[src/rtl/alu_ctrl_pkg.sv]
// alu_ctrl_pkg: shared ALU-control codes, ALUOp encodings, funct codes and MDU FSM states
package alu_ctrl_pkg;
    localparam logic [3:0] ALU_AND   = 4'd0;
    localparam logic [3:0] ALU_OR    = 4'd1;
    localparam logic [3:0] ALU_NAND  = 4'd2;
    localparam logic [3:0] ALU_NOR   = 4'd3;
    localparam logic [3:0] ALU_ADDU  = 4'd4;
    localparam logic [3:0] ALU_SUBU  = 4'd5;
    localparam logic [3:0] ALU_SLT   = 4'd6;
    localparam logic [3:0] ALU_EQUAL = 4'd7;
    localparam logic [3:0] ALU_SFT   = 4'd8;
    localparam logic [3:0] ALU_SFTV  = 4'd9;
    localparam logic [3:0] ALU_LUI   = 4'd10;
    localparam logic [2:0] OP_R_TYPE = 3'd0;
    localparam logic [2:0] OP_ADDI   = 3'd1;
    localparam logic [2:0] OP_SLTIU  = 3'd2;
    localparam logic [2:0] OP_BEQ    = 3'd3;
    localparam logic [2:0] OP_LUI    = 3'd4;
    localparam logic [2:0] OP_ORI    = 3'd5;
    localparam logic [2:0] OP_BNE    = 3'd6;
    localparam logic [5:0] F_ADDU    = 6'b100001;
    localparam logic [5:0] F_SUBU    = 6'b100011;
    localparam logic [5:0] F_AND     = 6'b100100;
    localparam logic [5:0] F_OR      = 6'b100101;
    localparam logic [5:0] F_SLT     = 6'b101010;
    localparam logic [5:0] F_SFT     = 6'b000011;
    localparam logic [5:0] F_SFTV    = 6'b000111;
    localparam logic [5:0] F_MFHI    = 6'b010000;
    localparam logic [5:0] F_MTHI    = 6'b010001;
    localparam logic [5:0] F_MFLO    = 6'b010010;
    localparam logic [5:0] F_MTLO    = 6'b010011;
    localparam logic [5:0] F_MULT    = 6'b011000;
    localparam logic [5:0] F_MULTU   = 6'b011001;
    localparam logic [5:0] F_DIV     = 6'b011010;
    localparam logic [5:0] F_DIVU    = 6'b011011;
    typedef enum logic [1:0] {S_IDLE, S_MUL, S_DIV} state_t;
endpackage

[src/rtl/alu_ctrl_mdu_iter.sv]
// mdu_iter: iterative multiply/divide datapath, one shift-add or restoring step per enabled cycle
//   start_i latches magnitudes and sign flags; step_i advances one bit;
//   hi_o/lo_o give the fixed-up result the current step would produce; last_o flags an exhausted multiplier
module mdu_iter import alu_ctrl_pkg::*; #(
    parameter int WIDTH = 32
) (
    input  logic             clk_i,
    input  logic             rst_i,
    input  logic             start_i,
    input  logic             step_i,
    input  logic             div_i,
    input  logic             sgn_i,
    input  logic [WIDTH-1:0] a_i,
    input  logic [WIDTH-1:0] b_i,
    output logic [WIDTH-1:0] hi_o,
    output logic [WIDTH-1:0] lo_o,
    output logic             last_o
);
    // mul: acc=product, x=shifting multiplicand, y=shifting multiplier
    // div: acc={remainder, dividend/quotient}, x[WIDTH-1:0]=divisor
    logic [2*WIDTH-1:0] acc, x, acc_nx, prod;
    logic [WIDTH-1:0]   y, ua, ub, rem_nx, quo_nx;
    logic [WIDTH:0]     sh;
    logic               div_r, nq, nr, dz, ge;
    assign ua     = (sgn_i & a_i[WIDTH-1]) ? -a_i : a_i;
    assign ub     = (sgn_i & b_i[WIDTH-1]) ? -b_i : b_i;
    assign sh     = {acc[2*WIDTH-1:WIDTH], acc[WIDTH-1]};
    assign ge     = sh >= {1'b0, x[WIDTH-1:0]};
    assign rem_nx = ge ? WIDTH'(sh - {1'b0, x[WIDTH-1:0]}) : sh[WIDTH-1:0];
    assign quo_nx = {acc[WIDTH-2:0], ge};
    assign acc_nx = div_r ? {rem_nx, quo_nx} : acc + (y[0] ? x : '0);
    assign prod   = nq ? -acc_nx : acc_nx;
    // a zero divisor leaves the untouched dividend magnitude in the remainder, so the
    // dividend-sign fix-up restores the original dividend in HI
    assign hi_o   = div_r ? (nr ? -rem_nx : rem_nx) : prod[2*WIDTH-1:WIDTH];
    assign lo_o   = div_r ? (dz ? '1 : (nq ? -quo_nx : quo_nx)) : prod[WIDTH-1:0];
    assign last_o = ~div_r & (y[WIDTH-1:1] == '0);
    always_ff @(posedge clk_i or negedge rst_i) begin
        if (!rst_i) begin
            {acc, x, y, div_r, nq, nr, dz} <= '0;
        end else if (start_i) begin
            acc   <= div_i ? {{WIDTH{1'b0}}, ua} : '0;
            x     <= {{WIDTH{1'b0}}, div_i ? ub : ua};
            y     <= ub;
            div_r <= div_i;
            nq    <= sgn_i & (a_i[WIDTH-1] ^ b_i[WIDTH-1]);
            nr    <= sgn_i & a_i[WIDTH-1];
            dz    <= b_i == '0;
        end else if (step_i) begin
            acc <= acc_nx;
            x   <= div_r ? x : x << 1;
            y   <= y >> 1;
        end
    end
endmodule

[src/rtl/alu_ctrl_mdu.sv]
// alu_ctrl_mdu: ALU-control/sign-extend decode plus iterative MULT/DIV unit with HI/LO and stall
//   decode: ALUOp_i/funct_i -> ALUCtrl_o, Sign_extend_o (combinational)
//   mdu: valid_i, src1_i, src2_i -> stall_o, done_o, hi_o, lo_o, hilo_rd_o, mdu_data_o
//   clk_i rising edge, rst_i asynchronous active-low
//   MDU_EARLY_TERM_EN: when defined, multiplies finish once the remaining multiplier is zero
module alu_ctrl_mdu import alu_ctrl_pkg::*; #(
    parameter int WIDTH = 32,
    parameter int CNT_W = $clog2(WIDTH) + 1
) (
    input  logic             clk_i,
    input  logic             rst_i,
    input  logic             valid_i,
    input  logic [5:0]       funct_i,
    input  logic [2:0]       ALUOp_i,
    input  logic [WIDTH-1:0] src1_i,
    input  logic [WIDTH-1:0] src2_i,
    output logic [3:0]       ALUCtrl_o,
    output logic             Sign_extend_o,
    output logic             stall_o,
    output logic             hilo_rd_o,
    output logic [WIDTH-1:0] mdu_data_o,
    output logic [WIDTH-1:0] hi_o,
    output logic [WIDTH-1:0] lo_o,
    output logic             done_o
);
`ifdef MDU_EARLY_TERM_EN
    localparam bit EARLY = 1'b1;
`else
    localparam bit EARLY = 1'b0;
`endif
    state_t           state;
    logic [CNT_W-1:0] cnt;
    logic [WIDTH-1:0] r_hi, r_lo;
    logic             done_q, is_r, mul_op, div_op, mfhi, mflo, mthi, mtlo, busy, start, finish, last;
    always_comb begin
        ALUCtrl_o     = ALU_ADDU;
        Sign_extend_o = (ALUOp_i == OP_ADDI) | (ALUOp_i == OP_SLTIU) | (ALUOp_i == OP_BEQ) | (ALUOp_i == OP_BNE);
        case (ALUOp_i)
            OP_R_TYPE:
                case (funct_i)
                    F_SUBU:  ALUCtrl_o = ALU_SUBU;
                    F_AND:   ALUCtrl_o = ALU_AND;
                    F_OR:    ALUCtrl_o = ALU_OR;
                    F_SLT:   ALUCtrl_o = ALU_SLT;
                    F_SFT:   ALUCtrl_o = ALU_SFT;
                    F_SFTV:  ALUCtrl_o = ALU_SFTV;
                    default: ALUCtrl_o = ALU_ADDU;
                endcase
            OP_SLTIU:       ALUCtrl_o = ALU_SLT;
            OP_BEQ, OP_BNE: ALUCtrl_o = ALU_EQUAL;
            OP_LUI:         ALUCtrl_o = ALU_LUI;
            OP_ORI:         ALUCtrl_o = ALU_OR;
            default:        ALUCtrl_o = ALU_ADDU;
        endcase
    end
    assign is_r   = valid_i & (ALUOp_i == OP_R_TYPE);
    assign mul_op = is_r & ((funct_i == F_MULT) | (funct_i == F_MULTU));
    assign div_op = is_r & ((funct_i == F_DIV) | (funct_i == F_DIVU));
    assign mfhi   = is_r & (funct_i == F_MFHI);
    assign mflo   = is_r & (funct_i == F_MFLO);
    assign mthi   = is_r & (funct_i == F_MTHI);
    assign mtlo   = is_r & (funct_i == F_MTLO);
    assign busy   = state != S_IDLE;
    // done_q keeps the just-finished instruction, still in execute, from starting again
    assign start  = rst_i & (mul_op | div_op) & ~busy & ~done_q;
    assign finish = busy & ((cnt == CNT_W'(1)) | (EARLY & (state == S_MUL) & last));
    // MF*/MT* during a busy cycle are already covered by busy
    assign stall_o    = rst_i & (start | busy);
    assign hilo_rd_o  = rst_i & ~busy & (mfhi | mflo);
    assign mdu_data_o = hilo_rd_o ? (mfhi ? hi_o : lo_o) : '0;
    assign done_o     = done_q;
    mdu_iter #(.WIDTH(WIDTH)) u_iter (
        .clk_i   (clk_i),
        .rst_i   (rst_i),
        .start_i (start),
        .step_i  (busy),
        .div_i   (div_op),
        .sgn_i   (~funct_i[0]),
        .a_i     (src1_i),
        .b_i     (src2_i),
        .hi_o    (r_hi),
        .lo_o    (r_lo),
        .last_o  (last)
    );
    always_ff @(posedge clk_i or negedge rst_i) begin
        if (!rst_i) begin
            state  <= S_IDLE;
            hi_o   <= '0;
            lo_o   <= '0;
            cnt    <= '0;
            done_q <= 1'b0;
        end else begin
            done_q <= finish;
            if (start) begin
                state <= mul_op ? S_MUL : S_DIV;
                cnt   <= CNT_W'(WIDTH);
            end else if (busy) begin
                cnt <= cnt - CNT_W'(1);
                if (finish) begin
                    state <= S_IDLE;
                    hi_o  <= r_hi;
                    lo_o  <= r_lo;
                end
            end else begin
                if (mthi) hi_o <= src1_i;
                if (mtlo) lo_o <= src1_i;
            end
        end
    end
endmodule

[config.mk]
export PLATFORM = sky130hd
export DESIGN_NAME = alu_ctrl_mdu
export DESIGN_NICKNAME = d
export VERILOG_FILES = /design/src/rtl/alu_ctrl_pkg.sv /design/src/rtl/alu_ctrl_mdu_iter.sv /design/src/rtl/alu_ctrl_mdu.sv
export SDC_FILE = /design/constraint.sdc
export NUM_CORES = 1
export LEC_CHECK = 0
export ABC_CLOCK_PERIOD_IN_PS = 8100
export CELL_PAD_IN_SITES_DETAIL_PLACEMENT = 0
export CELL_PAD_IN_SITES_GLOBAL_PLACEMENT = 2
export CORE_ASPECT_RATIO = 0.75
export CORE_MARGIN = 1.5
export CORE_UTILIZATION = 35
export CTS_BUF_LIST = sky130_fd_sc_hd__clkbuf_16
export DETAILED_ROUTE_END_ITERATION = 8
export PLACE_DENSITY_LB_ADDON = 0.12
export SYNTH_ARGS = -nofsm -noshare
export SYNTH_HDL_FRONTEND = slang
export SYNTH_SLANG_ARGS = --single-unit
[constraint.sdc]
create_clock -name clk_i -period 8.1 [get_ports clk_i]
set_clock_uncertainty 0.05 [all_clocks]
set_input_delay 1.62 -clock clk_i [delete_from_list [all_inputs] [get_ports clk_i]]
set_output_delay 1.62 -clock clk_i [all_outputs]
set_load 0.03 [all_outputs]
Word level (Yosys, flattened, before mapping) --
Cells that the tools add are included.
Cells by class: muxes and demuxes 36, order comparisons 1, bitwise operators 30, reductions and logical operators 12, equal/unequal tests 23, $add $sub $neg 8
Operators by type and width (number):
- 32-bit two-way mux | 20
- 64-bit two-way mux | 8
- 32-bit negation | 4
- 64-bit adder | 1
- 64-bit negation | 1
- 6-bit by 5-bit == test with 1-bit output (second input constant) | 8
- 33-bit by 32-bit >= comparator with 1-bit output | 1
- 32-bit logical NOT | 1
- 32-bit subtractor | 1
- 6-bit == test (second input constant) | 4
- 4-bit case mux with 6 select lines | 1
- 4-bit case mux with 5 select lines | 1
- 1-bit AND | 17
- 6-bit two-way mux | 2
- 2-bit nonzero test | 5
- 3-bit == test (second input constant) | 3
- 2-bit two-way mux | 4
- 1-bit bitwise OR | 8
- 3-bit by 2-bit == test with 1-bit output (second input constant) | 2
- 6-bit by 1-bit == test with 1-bit output (second input constant) | 1
- 6-bit by 2-bit == test with 1-bit output (second input constant) | 1
- 6-bit by 3-bit == test with 1-bit output (second input constant) | 1
- 3-bit AND reduction | 2
- 6-bit by 1-bit subtractor with 6-bit output (second input constant) | 1
- 8 further kinds | 12
Storage, ports and cells: word-level logic and storage cells 122, output and inout bits 104, input bits 76, register bits after elaboration 237

Logic depth before layout (Yosys ltp) --
Gate-level depths: netlist of run 1.
depth after elaboration 9, depth in mapped cells 27, mapped depth without buffers 22

Cells and area by module --
A second synthesis of run 1 with hierarchy kept.
Second synthesis, totals: cells, all modules 3355, area total of the unflattened synthesis 25607.1 um^2
By module, submodules not included:
- mdu_iter | seq. area each 4103.9 um^2, instances 1, cells each 2892, area an instance 21353.0 um^2
- alu_ctrl_mdu | seq. area each 1826.8 um^2, instances 1, cells each 463, area an instance 4254.1 um^2

Worst setup path before layout of run 1 --
OpenSTA, ideal clock, no wires.
path type reg-to-reg, start point reg u_iter.acc[55], end point reg hi_o[28], arrival 5.409 ns, data required time 7.918 ns, cell stages (with the launch flop) 26, path slack 2.509 ns, library setup time 0.132 ns, period minus slack after synthesis 5.591 ns, path buffers 5, path through dfrtp_1 > ha_1 > clkbuf_1 > and4_1 > and3_1 > a221oi_2 > o21a_1 > nand3_2 > clkbuf_1 > buf_2 > buf_1 > buf_1 > nand2_1 > nand2_1 > inv_1 > ha_1 > nand2_1 > or4_1 > o32ai_1 > o21ai_1 > or3_1 > or3b_1 > o41ai_2 > xor2_1 > a221oi_1 > o21ai_1
Between the ends: cells in the longest elaborated chain, start to end 8, elaborated cells between the ends (all ways) 12, classes of those cells add/sub: 4; order compare: 1; mux: 7
Ends and longest elaborated chain:
- start, declared | line alu_ctrl_mdu_iter.sv:21 | logic [2*WIDTH-1:0] acc, x, acc_nx, prod;
- start signal, assigned | line alu_ctrl_mdu_iter.sv:42 | acc <= div_i ? {{WIDTH{1'b0}}, ua} : '0;
- start signal, assigned | line alu_ctrl_mdu_iter.sv:50 | acc <= acc_nx;
- 32-bit subtractor or 33-bit by 32-bit >= comparator with 1-bit output (tied branches) | line alu_ctrl_mdu_iter.sv:29, alu_ctrl_mdu_iter.sv:28
- 32-bit two-way mux | line alu_ctrl_mdu_iter.sv:29 | assign rem_nx = ge ? WIDTH'(sh - {1'b0, x[WIDTH-1:0]}) : sh[WIDTH-1:0];
- 64-bit two-way mux | line alu_ctrl_mdu_iter.sv:31 | assign acc_nx = div_r ? {rem_nx, quo_nx} : acc + (y[0] ? x : '0);
- 64-bit negation | line alu_ctrl_mdu_iter.sv:32 | assign prod = nq ? -acc_nx : acc_nx;
- 64-bit two-way mux | line alu_ctrl_mdu_iter.sv:32
- 32-bit two-way mux (*) | line alu_ctrl_mdu_iter.sv:35 | assign hi_o = div_r ? (nr ? -rem_nx : rem_nx) : prod[2*WIDTH-1:WIDTH];
- 32-bit two-way mux (*) | line alu_ctrl_mdu.sv:99 | if (finish) begin
- 32-bit two-way mux (*) | line alu_ctrl_mdu.sv:97 | end else if (busy) begin
- end signal, assigned | line alu_ctrl_mdu.sv:101 | hi_o <= r_hi;
- end signal, assigned | line alu_ctrl_mdu.sv:105 | if (mthi) hi_o <= src1_i;
- end, declared | line alu_ctrl_mdu.sv:22 | output logic [WIDTH-1:0] hi_o,
Mark *: on every way between the ends. The rest lies on a longest branch, timed or not. The select of a mux whose other input is x is not followed. A chain may end at the register's enable or synchronous reset.

Worst setup path in the final report of run 1 --
start point reg u_iter.y[0], end point reg hi_o[28]
Between the ends: cells in the longest elaborated chain, start to end 8
Ends and longest elaborated chain:
- start, declared | line alu_ctrl_mdu_iter.sv:22 | logic [WIDTH-1:0] y, ua, ub, rem_nx, quo_nx;
- start signal, assigned | line alu_ctrl_mdu_iter.sv:44 | y <= ub;
- start signal, assigned | line alu_ctrl_mdu_iter.sv:52 | y <= y >> 1;
- 64-bit two-way mux (*) | line alu_ctrl_mdu_iter.sv:31
- 64-bit adder (*) | line alu_ctrl_mdu_iter.sv:31
- 64-bit two-way mux (*) | line alu_ctrl_mdu_iter.sv:31
- 64-bit negation | line alu_ctrl_mdu_iter.sv:32
- 64-bit two-way mux (*) | line alu_ctrl_mdu_iter.sv:32
- 32-bit two-way mux (*) | line alu_ctrl_mdu_iter.sv:35
- 32-bit two-way mux (*) | line alu_ctrl_mdu.sv:99
- 32-bit two-way mux (*) | line alu_ctrl_mdu.sv:97
Marked as above.

==> results of run 1 <==
-- critical path, stage by stage (launching register included) --
cell and delay [ps]:
dfrtp_1 1060, buf_4 480, and2_1 380, ha_1 470, nand4_1 330, nor2_1 280
nand2_1 90, a2111oi_0 650, a211oi_1 150, xnor2_1 310, or2_1 340, o32ai_2 430
nand4b_1 300, nor4b_1 800, nand2_1 190, o21ai_1 220, xor2_1 170, o21ai_1 70
-- routing by layer --
metal,up-vias,wire (µm),global-route usage (%)
met3,165,16300,10.4
met1,14200,61800,53.4
li1,12600,-,-
met5,-,13,0
met4,2,4510,11.1
met2,1589,50800,47.2
-- final timing paths --
path	startpoint	endpoint	slack (ps)
worst max-delay path	u_iter.y[0]	hi_o[28]	1150
worst min-delay path	u_iter.y[31]	u_iter.y[31]	440
worst max register to register	u_iter.y[0]	hi_o[28]	1150
worst min register to register	u_iter.y[31]	u_iter.y[31]	440
max in group asynchronous	rst_i	u_iter.acc[26]	4970
min in group asynchronous	rst_i	u_iter.y[5]	850
-- Yosys cell counts, types with 12 or more instances --
library cell,n,area [µm²]
mux2i_1,47,470
o221ai_1,46,403
o21a_1,32,240
and4_1,18,158
and2_1,92,576
xnor2_1,142,1240
a221o_1,12,120
o31ai_1,32,240
nor2b_1,15,93.8
a21o_1,34,255
o21ai_1,41,205
nand2b_1,27,169
nor2_1,297,1110
o21ai_0,256,1280
a22o_1,13,114
or3_1,47,294
a21oi_1,299,1500
or4_1,17,128
inv_1,78,293
nor3_1,51,255
a211oi_1,30,225
ha_1,102,1280
o41ai_1,19,166
nand2_1,596,2240
or2_2,19,119
and3_1,38,238
xor2_1,100,876
nor4_1,35,219
o211ai_1,28,210
buf_1,26,97.6
clkbuf_1,180,676
buf_2,21,105
nand4_1,50,313
o22ai_1,21,131
dfrtp_1,237,5930
nand3_1,71,355
a31oi_1,94,588
-- flip-flops by register name, indices dropped and copies added, names as in the netlist --
signal	flops
u_iter.acc	64
u_iter.x	64
hi_o	32
lo_o	32
u_iter.y	32
cnt	6
state	2
done_o	1
u_iter.div_r	1
u_iter.dz	1
u_iter.nq	1
u_iter.nr	1
-- layout by cell type (no fill, tap or decap), drive strengths merged, types with 30 or more instances in the layout --
| cell type | synthesis | routed |
|---|---|---|
| clkdlybuf4s50 | 0 | 178 |
| inv | 79 | 85 |
| o221ai | 46 | 46 |
| mux2i | 47 | 47 |
| a31oi | 94 | 94 |
| xnor2 | 142 | 142 |
| nand4 | 50 | 50 |
| or3 | 49 | 49 |
| dfrtp | 237 | 237 |
| o31ai | 32 | 32 |
| o21a | 32 | 32 |
| nand2 | 596 | 596 |
| a21o | 34 | 34 |
| nor3 | 52 | 52 |
| nor4 | 35 | 35 |
| nor2 | 297 | 297 |
| clkbuf | 180 | 31 |
| nand3 | 72 | 72 |
| buf | 52 | 45 |
| and2 | 92 | 92 |
| and3 | 38 | 38 |
| o21ai | 301 | 301 |
| ha | 102 | 102 |
| xor2 | 101 | 101 |
| a21oi | 303 | 303 |
| a211oi | 30 | 30 |
-- metrics by stage --
stage	instance area (µm²)	total power, mW	utilization (%)	setup WS [ps]
floorplan	24800	5.14	-	2510
global placement	27300	7.23	38.9	1450
detailed placement	27300	7.24	38.9	1340
CTS	28400	8.84	40.4	1330
global route	28400	9.39	40.4	902
finish	28400	9.03	40.5	1150
-- area by class of cell --
cell class                 instances  area share [%]
multi-input combinational       2918            62.4
sequential                       237            20.9
timing repair buffer             223            7.53
tap                              946            4.17
clock buffer                      31            2.73
clock inverter                    26            1.11
inverter                          80            1.06
antenna                            7          0.0617
-- logic make-up (layout without fill, tap and decap cells) --
family,Yosys count,after routing
muxes,57,57
xor gates and xnor gates,243,243
other,0,7
adders and majority gates,104,104
DFF,237,237
buffers and inverters,312,360
AOI/OAI and AO/OA,1100,1100
and+or+nand+nor,1414,1414
-- power groups by stage --
stage | combinational (mW) | sequential (mW) | clock, mW
CTS | 5.01 | 2.23 | 1.59
global route | 5.47 | 2.29 | 1.64
floorplan | 3.03 | 2.10 | 0
finish | 5.16 | 2.29 | 1.58
detailed placement | 4.99 | 2.25 | 0
global placement | 4.99 | 2.25 | 0
==> metrics.md, run 1 <==
| Metric | Value |
|---|---|
| Net Sw Frac | 53.9% |
| Vias | 28,600 |
| DRC viols | 0 |
| I/O Buffers | 179 |
| Syn_nets | 3,647 |
| Sequential cell area fraction in the yosys report | 23.9% |
| P_sw | 4.87 mW |
| Critical Path Start Type | flip-flop |
| CTS-repair resized insts | 0 |
| Fraction of registers with async set/reset | 100% |
| Initial core utilization | 35.4% |
| Synth Area in Simple Gates | 26.6% |
| DR vias/cell | 6.40 |
| Die X | 311 µm |
| Postcts setup bufs | 0 |
| Global-route wire length before repair | 189,000 µm |
| Dominant synthesized flop cell | dfrtp_1 |
| Share of layout cells above drive strength 1 | 4.64% |
| Post-Synthesis Cells | 3,467 |
| Mux cell area share after synthesis | 2.35% |
| Fmax achieved | 144 MHz |
| Initial antenna violation count | 10 |
| Reg area | 5940 µm² |
| WS Path Type | flip-flop to flip-flop |
| Setup tns final | 0 ps |
| I/O pins | 180 |
| WL per Instance | 29.9 µm |
| Final wirelength | 133,000 µm |
| Core area | 70,200 µm² |
| Pwr/cell area | 318 nW/µm² |
| Combinational family with the most area after synthesis | compound AO/OA/AOI/OAI gates |
| Clock Latency Late Sink | 660 ps |
| Gate power share | 57.1% |
| Adder-cell share of the synthesized area | 5.30% |
| Slew Limit Fails | 0 |
| Worst rel slew slack | 11.0% |
| Fin crit share | 85.8% |
| CTS Hold Bufs | 0 |
| GR Overflow Total | 0 |
| Clock slew at reported path FFs | 70 ps |
| Number of synthesized register bits | 237 |
| Arrival time at the worst endpoint | 7400 ps |
| Distinct cell type count after synthesis | 95 |
| Reg power frac | 25.4% |
| Filler cells | 7,474 |
| Root Driver | clkbuf_16 |
| Htree depth | 1 |
| Number of synthesized flops with an enable pin | 0 |
| Leakage power | 11.4 nW |
| # rows | 84 |
| CTS tree | yes |
| CP max FO | 34 |
| Detailed placement HPWL | 106,000 µm |
| Syn-to-layout area delta | 14.3% |
| Post-Synth XOR/XNOR Area | 8.60% |
| Gr usage total | 35.4% |
| Cell-internal power | 4.16 mW |
| Nets | 3,671 |
| Hold depth | 1 |
| Post-route ant nets | 0 |
| Slew at the pin closest to its max-slew limit | 1330 ps |
| Die area | 72,600 µm² |
| Post-Place Cells | 4,404 |
| Vias in the first global route | 26,000 |
| Die Ht | 234 µm |
| Detailed Route Iter0 Violations | 4,023 |
| Clock buffer count from CTS | 31 |
| Unrepaired setup endpoints after global routing | no |
| Reg2reg path depth | 17 |
| Largest net degree at the start of global routing | 123 |
| Deepest clock path buffer count | 3 |
| Post-synthesis compound-gate area fraction | 28.3% |
| GPL Wtd Cong | 1.02 |
| Worst hold-check path type | flip-flop to flip-flop |
| First-pass DRT Iterations | 6 |
| Area of the multi-input gates | 17,700 µm² |
| Max-cap viol count | 0 |
| Outcome | completed |
| # setup viols final | 0 |
| Worst vdd ir | 0.000183 V |
| Post-Layout Cell Count | 4,468 |
| Worst Setup End Kind | flip-flop |
| Syn avg cell area | 7.17 µm² |
| Clock share of power | 17.5% |
| Hold_ws | 437 ps |
| Warnings from Yosys | 0 |
| Final Hold Fails | 0 |
| Required @ worst endpoint | 8560 ps |
| Clock Sinks | 237 |
| Min Tclk post-route | 6950 ps |
| Mapped Area | 24,800 µm² |
(Power assumes the default switching activity.)
==> run 2: changes to the inputs <==
--- a/config.mk
+++ b/config.mk
@@ -13,6 +13,7 @@
 export CORE_UTILIZATION = 35
 export CTS_BUF_LIST = sky130_fd_sc_hd__clkbuf_16
 export DETAILED_ROUTE_END_ITERATION = 8
+export GPL_TIMING_DRIVEN = 0
 export PLACE_DENSITY_LB_ADDON = 0.12
 export SYNTH_ARGS = -nofsm -noshare
 export SYNTH_HDL_FRONTEND = slang
==> run 2 against run 1 <==
Net effect:
- the run now ends with DRC, setup timing left
- final cell count up 4.0%
- highest routed layer is now met4
- core utilization up 0.67 points
- global-route usage up 5.6 points
- clock power down 10%
- sequential cell count unchanged
==> metrics.md, run 2 (same netlist as run 1, synthesis figures left out) <==
| Metric | Value |
|---|---|
| Outcome | complete, but fails checks |
| Failing checks | DRC, setup timing |
| Post-route ant nets | 0 |
| Most frequent cells in the layout | 596 x nand2_1, 299 x a21oi_1, 297 x nor2_1, 254 x o21ai_0, 237 x dfrtp_1 |
| Reg area | 5930 µm² |
| Fin crit share | 101% |
| Die X | 311 µm |
| Root Driver | clkbuf_16 |
| Postcts setup bufs | 0 |
| Vias | 30,000 |
| Gate power share | 59.9% |
| Worst r2r dst | hi_o[18] |
| Met1 WL | 67,800 µm |
| CTS Hold Bufs | 0 |
| Setup tns final | -309 ps |
| # setup viols final | 4 |
| Slew Limit Fails | 0 |
| Worst Setup End Kind | flip-flop |
| Deepest clock path buffer count | 3 |
| Min Tclk post-route | 8220 ps |
| Area of the multi-input gates | 17,700 µm² |
| Slew at the pin closest to its max-slew limit | 1490 ps |
| Clock share of power | 15.2% |
| Highest metal layer with signal wires | met4 |
| Die area | 72,600 µm² |
| Leakage power | 11.6 nW |
| Largest net degree at the start of global routing | 106 |
| Gr usage total | 41.0% |
| Clock Sinks | 237 |
| I/O pins | 180 |
| Critical-path cell list | inv_1, clkbuf_1, clkbuf_2, clkbuf_1, clkbuf_2, clkbuf_2, clkdlybuf4s15_2, a21oi_1, ha_1, nand2_1, o31a_1, nor3_1, nand4_1, or2_2, or2_1, clkbuf_1, nor3_2, a21oi_1, xor2_1, o21ai_1, nand2_1 |
| Slowest CP cell | clkdlybuf4s15_2 |
| Worst path max stage delay | 700 ps |
| Share of layout cells above drive strength 1 | 3.87% |
| Clock Latency Late Sink | 630 ps |
| Final Hold Fails | 0 |
| Core area | 70,200 µm² |
| Met3 wire len | 20,900 µm |
| # rows | 84 |
| Worst vdd ir | 0.000195 V |
| Commonest non-fill, non-tap cell in the layout | nand2_1 |
| Net Sw Frac | 56.6% |
| Critical Path Start Type | flip-flop |
| Required @ worst endpoint | 8610 ps |
| Hold path endpoint | u_iter.y[31] |
| Nets | 3,857 |
| Cell-internal power | 4.05 mW |
| GPL Wtd Cong | 1.02 |
| Filler cells | 7,516 |
| Initial antenna violation count | 9 |
| Design area | 28,900 µm² |
| Fmax achieved | 122 MHz |
| Detailed placement HPWL | 127,000 µm |
| Buf+Inv Stages, Crit Path | 8 |
| DRC viols | 6 |
| Clock slew at reported path FFs | 70 ps |
| Pwr/cell area | 324 nW/µm² |
| Global-route wire length before repair | 213,000 µm |
| P_sw | 5.29 mW |
| Max-cap viol count | 0 |
| R2r startpoint | u_iter.div_r |
| Reg2reg path depth | 21 |
| Routed wl met2 | 57,800 µm |
| Hold_sp | u_iter.y[31] |
| Die Ht | 234 µm |
| Htree depth | 1 |
| I/O Buffers | 175 |
| Final wirelength | 154,000 µm |
| CTS tree | yes |
| Final setup margin | -118 ps |
| CP max FO | 10 |
| Vias in the first global route | 27,500 |
| Reg power frac | 24.9% |
| WL per Instance | 33.1 µm |
| Post-layout util | 41.1% |
| Syn-to-layout area delta | 16.2% |
| Arrival time at the worst endpoint | 8730 ps |
| Worst rel slew slack | 0.984% |
| Regs by FF count | u_iter.acc x64, u_iter.x x64 |
| Hold depth | 1 |
| Clock buffer count from CTS | 30 |
| CP top delay family | buffers and inverters |
| Detailed Route Iter0 Violations | 4,637 |
| Setup slack, reg-to-reg | -120 ps |
| DR vias/cell | 6.46 |
| Post-place instance area | 27,900 µm² |
| WS Path Type | flip-flop to flip-flop |
| GR Overflow Total | 0 |
| Worst hold-check path type | flip-flop to flip-flop |
| First-pass DRT Iterations | 9 |
| Initial core utilization | 35.4% |
-- run 2: cell count changes in the layout (fill, tap and decap cells not counted), sizes merged --
cell	previous run	this run
clkinv	13	7
clkbuf	31	211
clkdlybuf4s15	0	2
bufinv	7	4
clkdlybuf4s50	178	174
inv	85	89
diode	7	2
buf	45	53
clkinvlp	1	2
-- run 2: power groups by stage --
stage	combinational [mW]	clock, mW	sequential (mW)
after floorplan	3.03	0	2.10
after global placement	5.33	0	2.26
after detailed placement	5.34	0	2.26
after CTS	5.38	1.42	2.25
after global routing	5.85	1.46	2.30
final	5.60	1.42	2.32
-- run 2: final cells by class --
cell class / instances / area share (%)
antenna: 2 / 0.0173
buffer: 229 / 3.27
clock buffer: 30 / 2.60
clock inverter: 22 / 0.776
inverter: 80 / 1.05
multi-input combinational: 2918 / 61.3
sequential: 237 / 20.5
tap: 946 / 4.10
timing repair buffer: 181 / 6.36
-- run 2: worst register-to-register path: cells and delay by family, from the launching register on --
family	cells	cell delay [ps]
buffers and inverters	8	4710
AOI/OAI and AO/OA	4	1000
DFF	1	500
xor gates and xnor gates	1	460
and+or+nand+nor	7	1070
adders and majority gates	1	360
-- run 2: worst max-delay path by stage --
| stage | cells past startpoint | slack, ps | endpoint | startpoint |
|---|---|---|---|---|
| finish | 21 | -120 | hi_o[18] | u_iter.div_r |
| global route | 19 | -1 | hi_o[28] | u_iter.y[0] |
| CTS | 19 | 60 | hi_o[28] | u_iter.y[0] |
| detailed placement | 21 | -890 | hi_o[18] | u_iter.div_r |
| global placement | 6 | -10380 | stall_o | rst_i |
| floorplan | 25 | 2510 | hi_o[28] | u_iter.acc[55] |
-- run 2: routing by layer --
metal | global-route usage (%) | vias up
met5 | 0 | -
met4 | 17.2 | 0
met3 | 13.3 | 251
met2 | 54.6 | 2003
met1 | 59.6 | 14800
li1 | - | 13000
-- run 2: what timing repair did --
action,CTS,global route
gates cloned,0,0
gates resized for setup,10,7
endpoints found under the setup margin,26,20
-- run 2: metrics by stage --
stage / hold WS, ps / worst slack (ps) / total power, mW / instances
finish: 441 / -118 / 9.34 / 4645
global route: 448 / -1.39 / 9.62 / 4643
CTS: 435 / 61.1 / 9.05 / 4643
detailed placement: 421 / -891 / 7.61 / 4593
global placement: 417 / -10380 / 7.59 / 4588
floorplan: 399 / 2510 / 5.14 / 3467
